[config.mk]
export PLATFORM = sky130hd
export DESIGN_NAME = fifo_rd_adapter
export DESIGN_NICKNAME = d
export VERILOG_FILES = /design/src/rtl/fifo_rd_adapter.sv
export SDC_FILE = /design/constraint.sdc
export NUM_CORES = 1
export LEC_CHECK = 0
export CAP_MARGIN = 20
export CELL_PAD_IN_SITES_DETAIL_PLACEMENT = 1
export CELL_PAD_IN_SITES_GLOBAL_PLACEMENT = 1
export CORE_MARGIN = 2
export CORE_UTILIZATION = 44
export CTS_BUF_LIST = sky130_fd_sc_hd__clkbuf_16
export DETAILED_ROUTE_END_ITERATION = 10
export PLACE_DENSITY_LB_ADDON = 0.1
export SLEW_MARGIN = 20
export SYNTH_ARGS = -nofsm -noshare
export SYNTH_HDL_FRONTEND = slang
export SYNTH_SLANG_ARGS = --single-unit
export TNS_END_PERCENT = 10
[constraint.sdc]
create_clock -name clk -period 2.8 [get_ports clk]
set_input_delay 0.84 -clock clk [delete_from_list [all_inputs] [get_ports clk]]
set_output_delay 0.84 -clock clk [all_outputs]
set_load 0.02 [all_outputs]
[src/rtl/fifo_rd_adapter.sv]
// ============================================================================
// Module      : fifo_rd_adapter
// Description : Drain stage for sync_fifo. Turns the FIFO read/empty/rdData
//               interface (one-cycle registered read latency) into a
//               valid/ready stream through a small circular skid buffer.
//               fifo_read is computed from registered state and fifo_empty
//               only, so there is no combinational path from m_ready to the
//               FIFO read strobe.
// Options     : FIFO_RD_ADAPTER_STATS_EN - adds stat_words / stat_stalls
//               counters (delivered words, stalled cycles), cleared by rst.
// Revision    : 1.0 - initial release
// ============================================================================
`default_nettype none
`timescale 1ns/1ps

module fifo_rd_adapter #(
  parameter int WIDTH     = 32,
  parameter int BUF_DEPTH = 3
) (
  input  logic                               clk,
  input  logic                               rst,
  input  logic                               flush,
  input  logic                               fifo_empty,
  input  logic [WIDTH-1:0]                   fifo_rdata,
  output logic                               fifo_read,
  output logic                               m_valid,
  input  logic                               m_ready,
  output logic [WIDTH-1:0]                   m_data,
  output logic [$clog2(BUF_DEPTH+1)-1:0]     buf_count
`ifdef FIFO_RD_ADAPTER_STATS_EN
  ,
  output logic [31:0]                        stat_words,
  output logic [31:0]                        stat_stalls
`endif
);

  localparam int CNT_W = $clog2(BUF_DEPTH + 1);
  localparam int PTR_W = $clog2(BUF_DEPTH);

  // Occupancy is compared one bit wider so count + inflight cannot wrap.
  localparam logic [CNT_W:0]   OCC_LIMIT = (CNT_W + 1)'(BUF_DEPTH);
  localparam logic [PTR_W-1:0] PTR_LAST  = PTR_W'(BUF_DEPTH - 1);

  // Buffer storage and control state
  logic [WIDTH-1:0] buf_q [BUF_DEPTH];
  logic [PTR_W-1:0] rd_ptr_q, rd_ptr_d;
  logic [PTR_W-1:0] wr_ptr_q, wr_ptr_d;
  logic [CNT_W-1:0] count_q, count_d;
  logic             inflight_q, inflight_d;

  logic             w_push;
  logic             w_pop;
  logic             w_credit;
  logic [CNT_W:0]   w_occupancy;
  logic [BUF_DEPTH-1:0] w_wen;

  // Pointers wrap at BUF_DEPTH, which need not be a power of two.
  function automatic logic [PTR_W-1:0] ptr_inc(input logic [PTR_W-1:0] p);
    return (p == PTR_LAST) ? '0 : p + 1'b1;
  endfunction

  // Words already buffered plus the word still travelling out of the FIFO.
  assign w_occupancy = {1'b0, count_q} + {{CNT_W{1'b0}}, inflight_q};
  assign w_credit    = (w_occupancy < OCC_LIMIT);

  // Read only with a guaranteed free slot for the returning word.
  assign fifo_read = ~rst & ~flush & ~fifo_empty & w_credit;

  // A word returns the cycle after each read; a flush discards it.
  assign w_push = inflight_q & ~flush;
  assign w_pop  = m_valid & m_ready;

  assign m_valid   = (count_q != '0);
  assign m_data    = m_valid ? buf_q[rd_ptr_q] : '0;
  assign buf_count = count_q;

  // One write enable per buffer entry, decoded from the write pointer.
  generate
    for (genvar i = 0; i < BUF_DEPTH; i++) begin : g_wen
      assign w_wen[i] = w_push & (wr_ptr_q == PTR_W'(i));
    end
  endgenerate

  // Next-state for pointers, occupancy count and in-flight flag.
  always_comb begin
    rd_ptr_d   = rd_ptr_q;
    wr_ptr_d   = wr_ptr_q;
    count_d    = count_q;
    inflight_d = fifo_read;
    if (flush) begin
      rd_ptr_d   = '0;
      wr_ptr_d   = '0;
      count_d    = '0;
      inflight_d = 1'b0;
    end else begin
      if (w_push) begin
        wr_ptr_d = ptr_inc(wr_ptr_q);
      end
      if (w_pop) begin
        rd_ptr_d = ptr_inc(rd_ptr_q);
      end
      // Push and pop together leave the count unchanged.
      case ({w_push, w_pop})
        2'b10:   count_d = count_q + 1'b1;
        2'b01:   count_d = count_q - 1'b1;
        default: count_d = count_q;
      endcase
    end
  end

  // Control state registers; reset also drops any in-flight word.
  always_ff @(posedge clk) begin
    if (rst) begin
      rd_ptr_q   <= '0;
      wr_ptr_q   <= '0;
      count_q    <= '0;
      inflight_q <= 1'b0;
    end else begin
      rd_ptr_q   <= rd_ptr_d;
      wr_ptr_q   <= wr_ptr_d;
      count_q    <= count_d;
      inflight_q <= inflight_d;
    end
  end

  // Capture the returning FIFO word into the entry at the write pointer.
  always_ff @(posedge clk) begin
    if (rst) begin
      for (int i = 0; i < BUF_DEPTH; i++) begin
        buf_q[i] <= '0;
      end
    end else begin
      for (int i = 0; i < BUF_DEPTH; i++) begin
        if (w_wen[i]) begin
          buf_q[i] <= fifo_rdata;
        end
      end
    end
  end

`ifdef FIFO_RD_ADAPTER_STATS_EN
  logic [31:0] stat_words_q;
  logic [31:0] stat_stalls_q;

  // Delivery and stall counters; they wrap and survive a flush.
  always_ff @(posedge clk) begin
    if (rst) begin
      stat_words_q  <= '0;
      stat_stalls_q <= '0;
    end else begin
      if (w_pop) begin
        stat_words_q <= stat_words_q + 32'd1;
      end
      if (m_valid & ~m_ready) begin
        stat_stalls_q <= stat_stalls_q + 32'd1;
      end
    end
  end

  assign stat_words  = stat_words_q;
  assign stat_stalls = stat_stalls_q;
`endif

endmodule

`default_nettype wire

==> results.md <==
- The run finished with clean final reports.
- Using the TritonRoute via totals, the vias-per-cell ratio works out to 5.01.
- The number of buffers on the longest clock path is 2.
- Counting both buffers and inverters, the worst setup path holds a total of 2.
- The critical path arrival is roughly 1.9 ns.
- The post-synthesis async set-or-reset flop share is 0.
- The slowest stage of the critical path belongs to the cell sky130_fd_sc_hd__clkdlybuf4s50_1.
- The classification of the worst-slack hold path is reg -> reg.
- The die width is between 100 and 150 um.
- During placement, the flow inserted port buffers numbering 72.
- The predominant post-synthesis flop cell is sky130_fd_sc_hd__edfxtp_1.
- The clock latency on the worst-skew pair is between 0.3 and 0.4 ns.
- The core utilization of the finished layout is 0.587.
- After layout, the minimum clock period comes to between 2 and 3 ns.
- The tool flagged a number of max-cap violations equal to 0.
- The measured slew at the worst slew-check pin is about 0.46 ns.
- In the final timing run, aggregate negative setup slack is 0 ns.
- After filler insertion, the fill cell instance count of the layout stands at around 950.
- Of the cells placed in the final design, the portion with a size suffix greater than 1 is 0.231.
- The die outline area is 10900 um^2.
- After the last flow step, the layout net total stands at roughly 420.
- After detailed routing, the number of remaining DRC violations is 0.
- The number of antenna diodes in the final layout is 0.
- After detailed routing, the average wire length per cell comes to approximately 19 um.
- The worst pin sits at a relative slew slack of 0.689.
- The upper clock frequency limit is around 0.36 GHz.
- For this design the top-level I/O count stands at 73.
- Setup repair after global routing could not meet its margin everywhere.
- In this run the static leakage power is between 2 and 2.5 nW.
- Row generation in the floorplan step produced 36 rows.
- Across all register-to-register paths, the minimum setup slack is 1.18 ns.
- The setup-violating endpoint count in the final report is 0.
- The initial antenna violation count is 0.
- The standard cell core area is roughly 9800 um^2.
- The clock slew at the register clock pins of the worst setup and hold paths is ~0.070 ns.
- Dividing the final minimum period by the clock period gives 0.985.
- The first global-routing pass estimated 15500 um of wire.
- Along the worst path, the maximum fanout reaches 2.
- Compared with the post-synthesis result, the final layout area differs by 29.7%.
- STA classifies the critical path startpoint as a primary input.
- The overall die height is between 100 and 150 um.
- In this run the remaining antenna-violating nets after routing total 0.
- The CTS buffer count is 9.
- The netlist area before placement is between 4000 and 5000 um^2.
- Entering global routing, the biggest net connects 34 pins.
- Before antenna repair, the detailed router went through 4 iterations.
- Power spread over the standard cell area amounts to 590 nW/um^2.
- The library cell used as clock root buffer is sky130_fd_sc_hd__clkbuf_16.
- The half-perimeter wire length of the detailed placement result is around 6000 um.
- The final hold violation count is 0.
- The number of flops mapped to enable cells by yosys is between 90 and 100.
- The number of nets in the synthesized netlist is approximately 330.
- The start-to-end type of the worst setup path is in -> out.
- The via count of the first global-routing pass is approximately 2800.
- The initial utilization of the core area, before any placement, comes to 0.452.
- The largest area contributor in the synthesized netlist is sky130_fd_sc_hd__edfxtp_1.
- TritonCTS built the clock tree.
- The share of synthesized area in the top cell type comes to 0.652.
- The worst setup path is captured at an output pin.
- The number of distinct standard cells referenced by the synthesized netlist is 28.
- The average cell area after synthesis is 15.3 um^2.
- The cell count after placement is roughly 500.
- The critical path goes through clkdlybuf4s50_1 > or2_1 > a2111oi_2 > buf_2.
- By area the synthesized netlist is led by sky130_fd_sc_hd__edfxtp_1, sky130_fd_sc_hd__mux2i_1, sky130_fd_sc_hd__mux2_2, sky130_fd_sc_hd__dfxtp_1, sky130_fd_sc_hd__and2_2.
- The cts-stage hold buffer count is 0.
- The share of the Yosys chip area taken by registers is 0.693.
- On the worst path, the slowest cell contributes a delay of about 0.42 ns.
- The flop and latch count out of synthesis is approximately 110.
- The CTS sink count is between 100 and 150.
- The vias after detailed routing is 2576.
- For this run the aggregate overflow at the end of global routing stands at 0.
- The design draws 3.38 mW.
- The cell family contributing the most delay on the critical path is buffers and inverters.
- The maximum clock skew at final layout is roughly 0.007 ns.
- The number of cells in the finished layout apart from fillers is slightly above 500.
- The highest ir drop seen on vdd is between 0.5 and 0.6 mV.
- The required time at the endpoint of the critical path is 1.96 ns.
- The global placer's final weighted congestion is between 0.6 and 0.7.
- The number of levels in the clock H-tree is 3.
- Across every metal layer, demand over resource in global routing totals 0.190.
- The number of DRC markers in iteration 0 is 70.
- The number of instances in the synthesized netlist is around 290.
- The max-slew violation total from the final report is 0.
- The final routed wirelength across all metal layers is 9600 um.
- The Yosys step of the flow raised 0 warnings.
[synth_stat cells, drive strengths merged, types with 2 or more instances]
cell type   n
mux2       32
nor3        3
edfxtp     96
nor2       35
dfxtp       9
clkbuf      8
buf         7
a21oi       5
and2       32
a21o        2
ha          2
and3b       2
a2111oi     3
o21ai       3
nand2       3
nor3b       2
inv         6
mux2i      32
[metal layers]
layer	share of wire	vias up	track usage
met2	0.52	48	0.334
met4	0.016	0	0.0724
li1	-	1227	-
met1	0.44	1290	0.238
met5	0	-	0
met3	0.024	11	0.0294
[tightest hold or removal path, delay by kind of cell, from the launching register on]
| kind | cells | cell delay [ns] |
|---|---|---|
| AND/OR/NAND/NOR | 1 | 0.06 |
| AO/OA/AOI/OAI | 1 | 0.07 |
| flip-flops | 1 | 0.32 |
[layout by cell type (no fill, tap or decap), drive strengths merged]
cell type,count
edfxtp,96
buf,21
a41o,1
a2111oi,3
clkdlybuf4s50,40
a21o,2
dfxtp,9
or3,1
inv,8
nand2,3
or3b,1
a211oi,1
clkbuf,9
or2,1
a21oi,5
bufinv,3
and2,32
mux2,32
nor2,35
nor2b,1
and3b,2
nor3,3
ha,2
clkinv,2
mux2i,32
o21ai,3
dlygate4sd2,31
nor3b,2
[final cells by class]
type,count,area [um^2],area share
Multi-Input combinational cell,162,1280,0.223
Sequential cell,105,3070,0.535
Inverter,6,22.5,0.00393
Tap cell,133,166,0.0290
Clock inverter,7,111,0.0194
Clock buffer,9,225,0.0393
Timing Repair Buffer,92,865,0.151
[stage by stage]
step           instance area, um^2  setup slack [ns]  hold slack [ns]
6_report                      5740            0.0426            0.497
5_1_grt                       5740           -0.0141            0.541
4_1_cts                       5730           0.00828            0.504
3_5_place_dp                  5440            -0.525            0.488
3_3_place_gp                  5440            -0.487            0.468
2_1_floorplan                 4430             0.206            0.451
[where the power goes]
group,internal [mW],switching (mW)
combinational,0.0964,0.0910
sequential,1.77,0.0178
clock,0.867,0.538
total,2.73,0.647
[worst paths after layout]
check                           startpoint                      to  depth (start not counted)
setup / recovery                       rst               fifo_read                          4
hold / removal    rd_ptr_q[0]$_SDFFE_PP0P_                register                          2
setup reg to reg     inflight_q$_SDFF_PP0_  buf_q[0][27]$_DFFE_PP_                          5
hold reg to reg   rd_ptr_q[0]$_SDFFE_PP0P_                register                          2
[kinds of logic after synthesis]
logic type / after synthesis / share of synthesized area
fa+ha+maj: 2 / 0.00566
flops: 105 / 0.693
mux: 64 / 0.154
buf+inv: 21 / 0.0221
simple gates: 81 / 0.100
compound gates: 15 / 0.0252
[sequential cells by signal, summed over array words and instances (netlist names), named ones only]
signal,cells
buf_count,2
wr_ptr_q,2
buf_q,96
inflight_q,1
rd_ptr_q,2
[timing repair]
item / CTS / global route
buffers inserted: 0 / 0
gates resized for setup: 36 / 1
endpoints found under the hold margin: 0 / 0
cloned: 0 / 0
pin swaps: 2 / 1
endpoints found under the setup margin: 31 / 7
No activity file was read; power rests on OpenSTA's default activity.
